File: config.mk
export PLATFORM = sky130hd
export DESIGN_NAME = mem_arbiter_flat
export DESIGN_NICKNAME = d
export VERILOG_FILES = /design/src/rtl/mem_arbiter_if.sv /design/src/rtl/mem_arbiter.sv /design/src/flat_wrapper.sv
export SDC_FILE = /design/constraint.sdc
export NUM_CORES = 1
export LEC_CHECK = 0
export ABC_AREA = 1
export BUFFER_PORTS_ARGS = -buffer_cell sky130_fd_sc_hd__buf_2
export CORE_AREA = 2 2 132 134
export DETAILED_ROUTE_END_ITERATION = 12
export DIE_AREA = 0 0 134 136
export PLACE_DENSITY = 0.71
export SETUP_SLACK_MARGIN = 0.02
export SLEW_MARGIN = 0
export SYNTH_ARGS = -nofsm -noshare
export SYNTH_HDL_FRONTEND = slang
export SYNTH_SLANG_ARGS = --single-unit
File: constraint.sdc
create_clock -name clk -period 3.1 [get_ports clk]
set_clock_uncertainty 0.2 [all_clocks]
set_input_delay 0.155 -clock clk [delete_from_list [all_inputs] [get_ports clk]]
set_output_delay 0.155 -clock clk [all_outputs]
set_load 0.05 [all_outputs]
File: src/rtl/mem_arbiter_if.sv
`default_nettype none
// ============================================================================
//  Module   : mem_arbiter_if
//  Purpose  : Bundles the ICache, LSB and memory-controller handshake/bus
//             signals seen by mem_arbiter. The slave modport is the arbiter's
//             view; the master modport is the view of the surrounding logic.
//  Revision : 1.0  initial release
// ============================================================================
interface mem_arbiter_if;
    // ICache side
    logic        ic_req;
    logic [31:0] ic_addr;
    logic        ic_done;
    logic [31:0] ic_data;
    // LSB side
    logic        lsb_req;
    logic [31:0] lsb_addr;
    logic [31:0] lsb_wdata;
    logic [2:0]  lsb_type;
    logic        lsb_done;
    logic [31:0] lsb_rdata;
    // Memory controller side
    logic        mc_flag_ic;
    logic [31:0] mc_addr_ic;
    logic        mc_flag_lsb;
    logic [31:0] mc_addr_lsb;
    logic [31:0] mc_wdata_lsb;
    logic [2:0]  mc_type_lsb;
    logic        mc_done_ic;
    logic [31:0] mc_data_ic;
    logic        mc_done_lsb;
    logic [31:0] mc_data_lsb;

    modport slave (
        input  ic_req, ic_addr, lsb_req, lsb_addr, lsb_wdata, lsb_type,
               mc_done_ic, mc_data_ic, mc_done_lsb, mc_data_lsb,
        output ic_done, ic_data, lsb_done, lsb_rdata,
               mc_flag_ic, mc_addr_ic, mc_flag_lsb, mc_addr_lsb,
               mc_wdata_lsb, mc_type_lsb
    );

    modport master (
        output ic_req, ic_addr, lsb_req, lsb_addr, lsb_wdata, lsb_type,
               mc_done_ic, mc_data_ic, mc_done_lsb, mc_data_lsb,
        input  ic_done, ic_data, lsb_done, lsb_rdata,
               mc_flag_ic, mc_addr_ic, mc_flag_lsb, mc_addr_lsb,
               mc_wdata_lsb, mc_type_lsb
    );
endinterface
`default_nettype wire

File: src/rtl/mem_arbiter.sv
`default_nettype none
// ============================================================================
//  Module   : mem_arbiter
//  Purpose  : Shares one byte-serial memory controller between ICache fetches
//             and LSB loads/stores. LSB has priority, bounded by a starvation
//             counter that forces an IC grant after STARVE_MAX LSB wins.
//             Each access is followed by one idle turnaround cycle. A flush
//             (jp_wrong) aborts fetches and loads but never an in-flight store.
//  Revision : 1.0  initial release
// ============================================================================
module mem_arbiter #(
    parameter int STARVE_MAX = 4,
    parameter int CNT_W      = 3
) (
    input  logic          clk,
    input  logic          rst,
    input  logic          rdy_i,
    input  logic          jp_wrong_i,
    mem_arbiter_if.slave  bus
);

    localparam logic [1:0] c_IDLE     = 2'd0;
    localparam logic [1:0] c_IC_BUSY  = 2'd1;
    localparam logic [1:0] c_LSB_BUSY = 2'd2;
    localparam logic [1:0] c_TURN     = 2'd3;

    localparam logic [CNT_W-1:0] c_STARVE_MAX = CNT_W'(STARVE_MAX);
    localparam logic [CNT_W-1:0] c_CNT_ONE    = CNT_W'(1);

    logic [1:0]       state_q, state_d;
    logic [CNT_W-1:0] starve_cnt_q, starve_cnt_d;

    logic             ic_done_q;
    logic [31:0]      ic_data_q;
    logic             lsb_done_q;
    logic [31:0]      lsb_rdata_q;
    logic [31:0]      mc_addr_ic_q;
    logic [31:0]      mc_addr_lsb_q;
    logic [31:0]      mc_wdata_lsb_q;
    logic [2:0]       mc_type_lsb_q;

    logic             grant_ic;
    logic             grant_lsb;
    logic             finish_ic;
    logic             finish_lsb;
    logic             lsb_is_store;
    logic             mc_flag_ic;
    logic             mc_flag_lsb;

    // The latched access type decides whether a flush may abort the access.
    assign lsb_is_store = mc_type_lsb_q[2] && (mc_type_lsb_q[1:0] != 2'b00);

    // State register and starvation counter; everything freezes while rdy is low.
    always_ff @(posedge clk) begin
        if (rst) begin
            state_q      <= c_IDLE;
            starve_cnt_q <= '0;
        end else if (rdy_i) begin
            state_q      <= state_d;
            starve_cnt_q <= starve_cnt_d;
        end
    end

    // Next-state, grant and completion decisions.
    always_comb begin
        state_d      = state_q;
        starve_cnt_d = starve_cnt_q;
        grant_ic     = 1'b0;
        grant_lsb    = 1'b0;
        finish_ic    = 1'b0;
        finish_lsb   = 1'b0;
        case (state_q)
            c_IDLE: begin
                if (!jp_wrong_i) begin
                    if (bus.lsb_req && !(bus.ic_req && starve_cnt_q == c_STARVE_MAX)) begin
                        grant_lsb = 1'b1;
                        state_d   = c_LSB_BUSY;
                    end else if (bus.ic_req) begin
                        grant_ic  = 1'b1;
                        state_d   = c_IC_BUSY;
                    end
                end
            end
            c_IC_BUSY: begin
                // A flush wins over a coincident completion: the fetch is discarded.
                if (jp_wrong_i) begin
                    state_d = c_TURN;
                end else if (bus.mc_done_ic) begin
                    finish_ic = 1'b1;
                    state_d   = c_TURN;
                end
            end
            c_LSB_BUSY: begin
                // Stores already reaching memory cannot be recalled, so they ignore the flush.
                if (jp_wrong_i && !lsb_is_store) begin
                    state_d = c_TURN;
                end else if (bus.mc_done_lsb) begin
                    finish_lsb = 1'b1;
                    state_d    = c_TURN;
                end
            end
            c_TURN: begin
                state_d = c_IDLE;
            end
            default: begin
                state_d = c_IDLE;
            end
        endcase

        // Count consecutive LSB wins over a waiting fetch; any flush or an
        // absent fetch request resets the fairness window.
        if (jp_wrong_i || !bus.ic_req) begin
            starve_cnt_d = '0;
        end else if (grant_ic) begin
            starve_cnt_d = '0;
        end else if (grant_lsb && starve_cnt_q != c_STARVE_MAX) begin
            starve_cnt_d = starve_cnt_q + c_CNT_ONE;
        end
    end

    // Request flags are decoded from state so they can never both be high.
    always_comb begin
        mc_flag_ic  = (state_q == c_IC_BUSY);
        mc_flag_lsb = (state_q == c_LSB_BUSY);
    end

    // Request latches and registered completion pulses toward the requesters.
    always_ff @(posedge clk) begin
        if (rst) begin
            ic_done_q      <= 1'b0;
            ic_data_q      <= '0;
            lsb_done_q     <= 1'b0;
            lsb_rdata_q    <= '0;
            mc_addr_ic_q   <= '0;
            mc_addr_lsb_q  <= '0;
            mc_wdata_lsb_q <= '0;
            mc_type_lsb_q  <= '0;
        end else if (rdy_i) begin
            ic_done_q  <= finish_ic;
            lsb_done_q <= finish_lsb;
            if (finish_ic) begin
                ic_data_q <= bus.mc_data_ic;
            end
            if (finish_lsb) begin
                lsb_rdata_q <= lsb_is_store ? 32'd0 : bus.mc_data_lsb;
            end
            if (grant_ic) begin
                mc_addr_ic_q <= bus.ic_addr;
            end
            if (grant_lsb) begin
                mc_addr_lsb_q  <= bus.lsb_addr;
                mc_wdata_lsb_q <= bus.lsb_wdata;
                mc_type_lsb_q  <= bus.lsb_type;
            end
        end
    end

    assign bus.ic_done      = ic_done_q;
    assign bus.ic_data      = ic_data_q;
    assign bus.lsb_done     = lsb_done_q;
    assign bus.lsb_rdata    = lsb_rdata_q;
    assign bus.mc_flag_ic   = mc_flag_ic;
    assign bus.mc_addr_ic   = mc_addr_ic_q;
    assign bus.mc_flag_lsb  = mc_flag_lsb;
    assign bus.mc_addr_lsb  = mc_addr_lsb_q;
    assign bus.mc_wdata_lsb = mc_wdata_lsb_q;
    assign bus.mc_type_lsb  = mc_type_lsb_q;

endmodule
`default_nettype wire
File: src/flat_wrapper.sv
// flat-port wrapper written by rule: the top's interface ports become plain ports
module mem_arbiter_flat 
#(
    parameter int STARVE_MAX = 4,
    parameter int CNT_W      = 3
)
  (clk, rst, rdy_i, jp_wrong_i, bus_ic_req, bus_ic_addr, bus_lsb_req, bus_lsb_addr, bus_lsb_wdata, bus_lsb_type, bus_mc_done_ic, bus_mc_data_ic, bus_mc_done_lsb, bus_mc_data_lsb, bus_ic_done, bus_ic_data, bus_lsb_done, bus_lsb_rdata, bus_mc_flag_ic, bus_mc_addr_ic, bus_mc_flag_lsb, bus_mc_addr_lsb, bus_mc_wdata_lsb, bus_mc_type_lsb);
  mem_arbiter_if bus_i ();
  input  logic clk;
  input  logic rst;
  input  logic rdy_i;
  input  logic jp_wrong_i;
  input wire logic [$bits(bus_i.ic_req)-1:0] bus_ic_req;
  input wire logic [$bits(bus_i.ic_addr)-1:0] bus_ic_addr;
  input wire logic [$bits(bus_i.lsb_req)-1:0] bus_lsb_req;
  input wire logic [$bits(bus_i.lsb_addr)-1:0] bus_lsb_addr;
  input wire logic [$bits(bus_i.lsb_wdata)-1:0] bus_lsb_wdata;
  input wire logic [$bits(bus_i.lsb_type)-1:0] bus_lsb_type;
  input wire logic [$bits(bus_i.mc_done_ic)-1:0] bus_mc_done_ic;
  input wire logic [$bits(bus_i.mc_data_ic)-1:0] bus_mc_data_ic;
  input wire logic [$bits(bus_i.mc_done_lsb)-1:0] bus_mc_done_lsb;
  input wire logic [$bits(bus_i.mc_data_lsb)-1:0] bus_mc_data_lsb;
  output wire logic [$bits(bus_i.ic_done)-1:0] bus_ic_done;
  output wire logic [$bits(bus_i.ic_data)-1:0] bus_ic_data;
  output wire logic [$bits(bus_i.lsb_done)-1:0] bus_lsb_done;
  output wire logic [$bits(bus_i.lsb_rdata)-1:0] bus_lsb_rdata;
  output wire logic [$bits(bus_i.mc_flag_ic)-1:0] bus_mc_flag_ic;
  output wire logic [$bits(bus_i.mc_addr_ic)-1:0] bus_mc_addr_ic;
  output wire logic [$bits(bus_i.mc_flag_lsb)-1:0] bus_mc_flag_lsb;
  output wire logic [$bits(bus_i.mc_addr_lsb)-1:0] bus_mc_addr_lsb;
  output wire logic [$bits(bus_i.mc_wdata_lsb)-1:0] bus_mc_wdata_lsb;
  output wire logic [$bits(bus_i.mc_type_lsb)-1:0] bus_mc_type_lsb;
  assign bus_i.ic_req = bus_ic_req;
  assign bus_i.ic_addr = bus_ic_addr;
  assign bus_i.lsb_req = bus_lsb_req;
  assign bus_i.lsb_addr = bus_lsb_addr;
  assign bus_i.lsb_wdata = bus_lsb_wdata;
  assign bus_i.lsb_type = bus_lsb_type;
  assign bus_i.mc_done_ic = bus_mc_done_ic;
  assign bus_i.mc_data_ic = bus_mc_data_ic;
  assign bus_i.mc_done_lsb = bus_mc_done_lsb;
  assign bus_i.mc_data_lsb = bus_mc_data_lsb;
  assign bus_ic_done = bus_i.ic_done;
  assign bus_ic_data = bus_i.ic_data;
  assign bus_lsb_done = bus_i.lsb_done;
  assign bus_lsb_rdata = bus_i.lsb_rdata;
  assign bus_mc_flag_ic = bus_i.mc_flag_ic;
  assign bus_mc_addr_ic = bus_i.mc_addr_ic;
  assign bus_mc_flag_lsb = bus_i.mc_flag_lsb;
  assign bus_mc_addr_lsb = bus_i.mc_addr_lsb;
  assign bus_mc_wdata_lsb = bus_i.mc_wdata_lsb;
  assign bus_mc_type_lsb = bus_i.mc_type_lsb;
  mem_arbiter #(.STARVE_MAX(STARVE_MAX), .CNT_W(CNT_W)) u_core (.clk(clk), .rst(rst), .rdy_i(rdy_i), .jp_wrong_i(jp_wrong_i), .bus(bus_i));
endmodule
==> impl_metrics.env, run 1 <==
export IMPL_synthMuxAreaShare=0
export IMPL_timing_rr_start="u_core.bus.mc_type_lsb[0]"
export IMPL_cts_htree_levels=4
export IMPL_synth_seq_cells=170
export IMPL_rr_endpoint="u_core.bus.lsb_rdata[19]"
export IMPL_pin_count=338
export IMPL_num_vias=7234
export IMPL_synth_cells=795
export IMPL_cp_required_ns=3.21
export IMPL_crit_arrival_ns=2.46
export IMPL_r2r_cells=5
export IMPL_crit_end="u_core.bus.lsb_rdata[19]"
export IMPL_cts_root_buf="clkbuf_16"
export IMPL_synthAdderAreaFrac=0.01206
export IMPL_ir_worst_vdd_mv=0.3547
export IMPL_ctsResizeCount=0
export IMPL_start_util=0.3690
export IMPL_drive_above_1_share=0.3013
export IMPL_synth_cell_type_count=23
export IMPL_grt_pass1_vias=7134
export IMPL_grt_first_pass_wirelength_um=34010
export IMPL_tns_ns=0
export IMPL_diodes=0
export IMPL_numCtsBuffers=17
export IMPL_holdBufCountCts=164
export IMPL_p_per_area_nw_per_um2=525.5
export IMPL_synthSimpleGateAreaFrac=0.2202
export IMPL_clock_latency_ns=0.41
export IMPL_numPortBuffers=337
export IMPL_status="completed"
export IMPL_routabilityCongestion=0.8130
export IMPL_endpoint_kind="flop"
export IMPL_synth_area_um2=6227
export IMPL_grt_overflow_total=0
export IMPL_startpoint="u_core.bus.mc_type_lsb[0]"
export IMPL_synth_area_per_cell_um2=7.833
export IMPL_routed_wl_um=21940
export IMPL_rsz0062_at_grt="false"
export IMPL_worst_slew_pin_slew_ns=1.029
export IMPL_cts_clk_slew_worst_paths_ns=0.07
export IMPL_drt_first_pass_iters=7
export IMPL_finalHoldViolCount=0
export IMPL_core_um2=16880
export IMPL_die_area_um2=18220
export IMPL_antenna_left=0
export IMPL_crit_path_max_fanout=34
export IMPL_die_x_um=134
export IMPL_yosysSeqAreaShare=0.5465
export IMPL_rows=48
export IMPL_dpl_hpwl_um=12720
export IMPL_min_period_ns=2.351
export IMPL_cts_tree="yes"
export IMPL_drc=0
export IMPL_area_growth_pct=63.69
export IMPL_fmax_mhz=425.4
export IMPL_synth_fp_nets=972
export IMPL_maxCapViolCount=0
export IMPL_antenna_found_initial=0
export IMPL_ff2ff_setup_slack_ns=0.75
export IMPL_grt_max_degree=78
export IMPL_critPathLaunchType="flop"
export IMPL_routed_via_density=4.803
export IMPL_wire_per_inst_um=14.57
export IMPL_synth_xor_area_frac=0.001406
export IMPL_cts_setup_buffers=0
export IMPL_finalCritPeriodShare=0.7583
export IMPL_fin_nets=1445
export IMPL_synth_compound_area_frac=0.1638
export IMPL_synth_warnings=0
export IMPL_fin_hold_ws_ns=0.07647
export IMPL_cts_max_path_buffers=2
export IMPL_first_iter_violations=419
export IMPL_crit_type="reg2reg"
export IMPL_synth_top_family_by_area="simple AND/OR/NAND/NOR gates"
export IMPL_setup_viol=0
export IMPL_die_h_um=136
export IMPL_track_usage=0.2327
export IMPL_p_leak_nw=4.938
export IMPL_clock_sinks=170
export IMPL_slew_violations=0
export IMPL_hp_class="in2reg"
export IMPL_slew_headroom=0.3130
## area by class of cell
| cell class | instances | area (µm²) |
|---|---|---|
| fillers | 1403 | 6683 |
| repair buffers | 510 | 3421 |
| well taps | 225 | 281.5 |
| clock inverters | 10 | 92.59 |
| clock buffers | 22 | 464.2 |
| flip-flops and latches | 170 | 3403 |
| multi-input cells | 554 | 2475 |
| inverters | 15 | 56.30 |
## report_power, final
| group | total, mW | switching [mW] | internal, mW |
|---|---|---|---|
| Combinational | 1.02 | 0.649 | 0.370 |
| Sequential | 2.33 | 0.0494 | 2.28 |
| Clock | 2.00 | 0.855 | 1.15 |
## cells in the final DEF, fill, tap and decap left out
| master | n |
|---|---|
| bufinv_16 | 1 |
| nor2_4 | 1 |
| clkinv_4 | 1 |
| o21ai_1 | 2 |
| inv_6 | 1 |
| buf_2 | 337 |
| nand3_1 | 4 |
| a21oi_1 | 70 |
| o21ai_0 | 130 |
| o21ai_2 | 1 |
| inv_1 | 11 |
| nand3_2 | 1 |
| xnor2_1 | 1 |
| clkinv_2 | 3 |
| nand3b_1 | 2 |
| buf_12 | 2 |
| nor3_1 | 33 |
| nand2_1 | 23 |
| clkinvlp_4 | 4 |
| clkbuf_8 | 2 |
| nor2_2 | 1 |
| dlygate4sd3_1 | 164 |
| ha_1 | 6 |
| clkbuf_1 | 3 |
| nor2_1 | 275 |
| nand4_1 | 1 |
| dfxtp_1 | 170 |
| buf_4 | 7 |
| inv_2 | 4 |
| nand2_2 | 3 |
| clkbuf_16 | 17 |
## cell usage after synthesis (all sizes together)
library cell	count	share of area
xnor2	1	0.0014
nand3	5	0.0048
a21oi	70	0.056
nand4	1	0.0010
nor3	33	0.027
nor2	277	0.17
o21ai	133	0.11
inv	15	0.0090
dfxtp	170	0.55
nand3b	2	0.0024
nand2	26	0.017
ha	6	0.012
clkbuf	33	0.020
buf	23	0.027
## state kept, by name, summed over array words and instances (netlist names)
signal,flops
u_core.bus.mc_addr_ic,32
u_core.bus.mc_type_lsb,3
u_core.starve_cnt_q,3
u_core.state_q,2
u_core.bus.ic_done,1
u_core.bus.mc_addr_lsb,32
u_core.bus.mc_wdata_lsb,32
u_core.bus.ic_data,32
u_core.bus.lsb_rdata,32
u_core.bus.lsb_done,1
## metrics by stage
stage          cells  power [mW]  area (µm²)  utilization  worst slack [ns]
2_1_floorplan    795       2.959        6227            -             1.136
3_3_place_gp    1310       3.208        7995       0.4738            0.8488
3_5_place_dp    1310       3.215        7995       0.4738            0.8163
4_1_cts         1506       5.391       10190       0.6040            0.7999
5_1_grt         1506       5.594       10190       0.6040            0.5923
6_report        1506       5.357       10190       0.6040            0.7492
## layer usage
metal / vias to the layer above / GRT usage / wire length [µm]
met4: 0 / 0.1324 / 989
met3: 77 / 0.05705 / 1507
met1: 3287 / 0.2536 / 8416
met2: 333 / 0.4134 / 11030
met5: - / 0 / 0
li1: 3537 / - / -
## worst min path at each step
stage	start	slack, ns	cells past startpoint	end
floorplan	bus_lsb_addr[16]	0.09	2	u_core.bus.mc_addr_lsb[16]
global placement	bus_lsb_addr[29]	0.17	3	u_core.bus.mc_addr_lsb[29]
detailed placement	bus_lsb_addr[8]	0.18	3	u_core.bus.mc_addr_lsb[8]
CTS	bus_lsb_req	0.05	6	u_core.state_q[0]
global route	rst	0.11	3	u_core.bus.ic_done
finish	bus_lsb_req	0.08	6	u_core.state_q[0]
## worst max-delay path, cell delays in order, from the launching register on
cell and delay, ns:
dfxtp_1 0.32, o21ai_2 0.21, nand2_2 0.44, nand2_2 0.69
a21oi_1 0.12, nor3_1 0.26
## cell families (layout without fill, tap and decap cells)
logic type | Yosys count | count (layout)
simple gates | 344 | 344
compound gates | 203 | 203
flops | 170 | 170
buf+inv | 71 | 557
fa+ha+maj | 6 | 6
xor+xnor | 1 | 1
Note: power is estimated with default switching activity, not from simulation.
==> inputs of run 2 (changes only) <==
Settings changed: ABC_AREA 1 to 0, CORE_AREA 2 2 132 134 to 2 2 130 132, DIE_AREA 0 0 134 136 to 0 0 132 134, PLACE_DENSITY 0.71 to 0.75.
Clock period 3.1 ns to 2.2 ns, I/O delays scaled along.
==> run 2 against run 1 <==
  * Flip-flop and latch count unchanged
  * Critical path depth increased by 2
  * Non-clock buffer count increased by 9
  * Sequential power increased by 37%
  * Die area decreased by 2.9%
  * Register-to-register slack got worse by 0.52 ns
  * Total power increased by 41%
  * Clock-buffer cell count decreased by 2
  * Utilization increased by 4.9 points
  * Cell area increased by 4.3%
  * Clock power increased by 60%
  * Critical endpoint is now u_core.bus.lsb_rdata[14]
==> impl_metrics.env, run 2 <==
export IMPL_routed_wl_um=22540
export IMPL_cts_max_path_buffers=2
export IMPL_min_period_ns=1.968
export IMPL_crit_path_max_fanout=15
export IMPL_fmax_mhz=508.1
export IMPL_endpoint_kind="flop"
export IMPL_setup_viol=0
export IMPL_core_um2=16290
export IMPL_finalCritPeriodShare=0.8946
export IMPL_start_util=0.3957
export IMPL_worst_slew_pin_slew_ns=0.4688
export IMPL_synth_area_um2=6446
export IMPL_routed_via_density=4.825
export IMPL_grt_max_degree=78
export IMPL_grt_pass1_vias=7225
export IMPL_numCtsBuffers=17
export IMPL_first_iter_violations=421
export IMPL_p_per_area_nw_per_um2=709.4
export IMPL_wire_per_inst_um=15.17
export IMPL_p_leak_nw=4.672
export IMPL_ff2ff_setup_slack_ns=0.23
export IMPL_fill_cells=1231
export IMPL_holdBufCountCts=167
export IMPL_synth_cells=768
export IMPL_synth_fp_nets=945
export IMPL_antenna_found_initial=1
export IMPL_die_h_um=134
export IMPL_drt_first_pass_iters=5
export IMPL_finalHoldViolCount=0
export IMPL_numPortBuffers=337
export IMPL_tns_ns=0
export IMPL_die_x_um=132
export IMPL_cts_clk_slew_worst_paths_ns=0.06
export IMPL_drc=0
export IMPL_ctsResizeCount=0
export IMPL_synth_seq_cells=170
export IMPL_maxCapViolCount=0
export IMPL_fin_hold_ws_ns=0.03382
export IMPL_synth_edf_count=0
export IMPL_async_flop_share=0
export IMPL_layout_commonest_cell="buf_2"
export IMPL_critPathLaunchType="flop"
export IMPL_synth_common_cells="254 x nand2_1, 170 x dfxtp_1, 126 x a21oi_1, 37 x nor2_1"
export IMPL_synth_warnings=0
export IMPL_layout_common_cells="336 x buf_2, 254 x nand2_1, 170 x dfxtp_1"
export IMPL_cts_htree_levels=4
export IMPL_rows=47
export IMPL_synth_top_cell_area_share=0.5280
export IMPL_crit_end="u_core.bus.lsb_rdata[14]"
export IMPL_synth_area_per_cell_um2=8.393
export IMPL_status="completed"
export IMPL_hp_class="in2reg"
export IMPL_antenna_left=0
export IMPL_post_synth_top_count_cell="nand2_1"
export IMPL_routabilityCongestion=0.8174
export IMPL_startpoint="u_core.state_q[0]"
export IMPL_grt_first_pass_wirelength_um=35580
export IMPL_synth_cell_type_count=37
export IMPL_ir_worst_vdd_mv=0.4876
export IMPL_fin_nets=1429
export IMPL_crit_type="reg2reg"
export IMPL_clock_sinks=170
export IMPL_slew_headroom=0.6842
export IMPL_cp_required_ns=2.29
export IMPL_timing_rr_start="u_core.state_q[0]"
export IMPL_dpl_hpwl_um=13050
export IMPL_cts_root_buf="clkbuf_16"
export IMPL_yosysSeqAreaShare=0.5280
export IMPL_pin_count=338
export IMPL_clock_latency_ns=0.41
export IMPL_num_vias=7170
export IMPL_slew_violations=0
export IMPL_drive_above_1_share=0.3257
export IMPL_grt_overflow_total=0
export IMPL_r2r_cells=7
export IMPL_cts_tree="yes"
export IMPL_synth_area_leader_cell="dfxtp_1"
export IMPL_seq_area_um2=3403
export IMPL_die_area_um2=17690
export IMPL_area_growth_pct=64.96
export IMPL_crit_arrival_ns=2.05
export IMPL_rr_endpoint="u_core.bus.lsb_rdata[14]"
export IMPL_cts_setup_buffers=0
export IMPL_ys_flop_type="dfxtp_1"
export IMPL_track_usage=0.2488
export IMPL_multi_input_area_um2=2738
export IMPL_ys_top_cells_by_area="dfxtp_1 53%, nand2_1 15%, a21oi_1 9.8%, mux2i_1 5.0%, and2_1 3.1%"
export IMPL_rsz0062_at_grt="false"
## run 2: cell count changes in the layout (fill, tap and decap cells not counted), sizes merged, moves of 4 or more
cell	change
nor2	-240
nand2	+238
o21ai	-130
a21oi	+67
nor3	-33
and2	+32
mux2i	+32
buf	+6
inv	-6
a211oi	+4
clkinv	-4
## run 2: worst min-delay path by stage
stage          slack (ns)              from                         end  cells past startpoint
5_1_grt              0.05        bus_ic_req      u_core.starve_cnt_q[2]                      5
2_1_floorplan        0.04  bus_lsb_addr[16]  u_core.bus.mc_addr_lsb[16]                      2
4_1_cts             0.003        jp_wrong_i           u_core.state_q[1]                      3
3_3_place_gp         0.15  bus_lsb_addr[11]  u_core.bus.mc_addr_lsb[11]                      3
6_report             0.03    bus_mc_done_ic       u_core.bus.ic_data[4]                      5
3_5_place_dp         0.15  bus_lsb_addr[18]  u_core.bus.mc_addr_lsb[18]                      3
## run 2: cell families (layout without fill, tap and decap cells)
| kind of cell | count (synthesis) | in the layout | share of synthesized area |
|---|---|---|---|
| AND/OR/NAND/NOR | 344 | 344 | 0.2230 |
| flip-flops | 170 | 170 | 0.5279 |
| AO/OA/AOI/OAI | 156 | 156 | 0.1384 |
| buffers and inverters | 60 | 557 | 0.04930 |
| multiplexers | 32 | 32 | 0.04969 |
| adder cells (fa/ha/maj) | 6 | 6 | 0.01165 |
| other | 0 | 1 | 0 |
## run 2: metrics by stage
step	utilization	cells	worst slack (ns)	area (µm²)	total power [mW]
global placement	0.5113	1286	0.3663	8328	4.141
floorplan	-	768	0.07142	6446	3.845
CTS	0.6527	1485	0.2766	10630	7.586
global route	0.6528	1486	0.1100	10630	7.817
finish	0.6528	1486	0.2319	10630	7.543
detailed placement	0.5113	1286	0.2879	8328	4.154
## run 2: where the power goes
part / switching (mW) / internal, mW
registers: 0.0419 / 3.16
logic: 0.659 / 0.487
clock network: 1.25 / 1.95
## run 2: cell type report
cell class / instances / share of cell area
clock buffer: 20 / 0.04201
clock inverter: 12 / 0.01741
inverter: 6 / 0.002118
tap: 220 / 0.02589
sequential: 170 / 0.3200
timing repair buffer: 519 / 0.3349
antenna: 1 / 0.0002353
multi-input combinational: 538 / 0.2574
## run 2: critical path, cell delays in order (launching register included)
cell	delay (ns)
dfxtp_1	0.31
inv_1	0.12
ha_1	0.23
nand3_1	0.14
a21oi_4	0.18
buf_4	0.29
mux2i_1	0.28
nor2_1	0.09
## run 2: per-layer routing
| layer | vias to the layer above | global-route usage | routed length [µm] |
|---|---|---|---|
| met5 | - | 0 | 0 |
| met4 | 0 | 0.1171 | 817 |
| met3 | 68 | 0.07105 | 1509 |
| met2 | 326 | 0.4497 | 11500 |
| met1 | 3317 | 0.2687 | 8717 |
| li1 | 3459 | - | - |
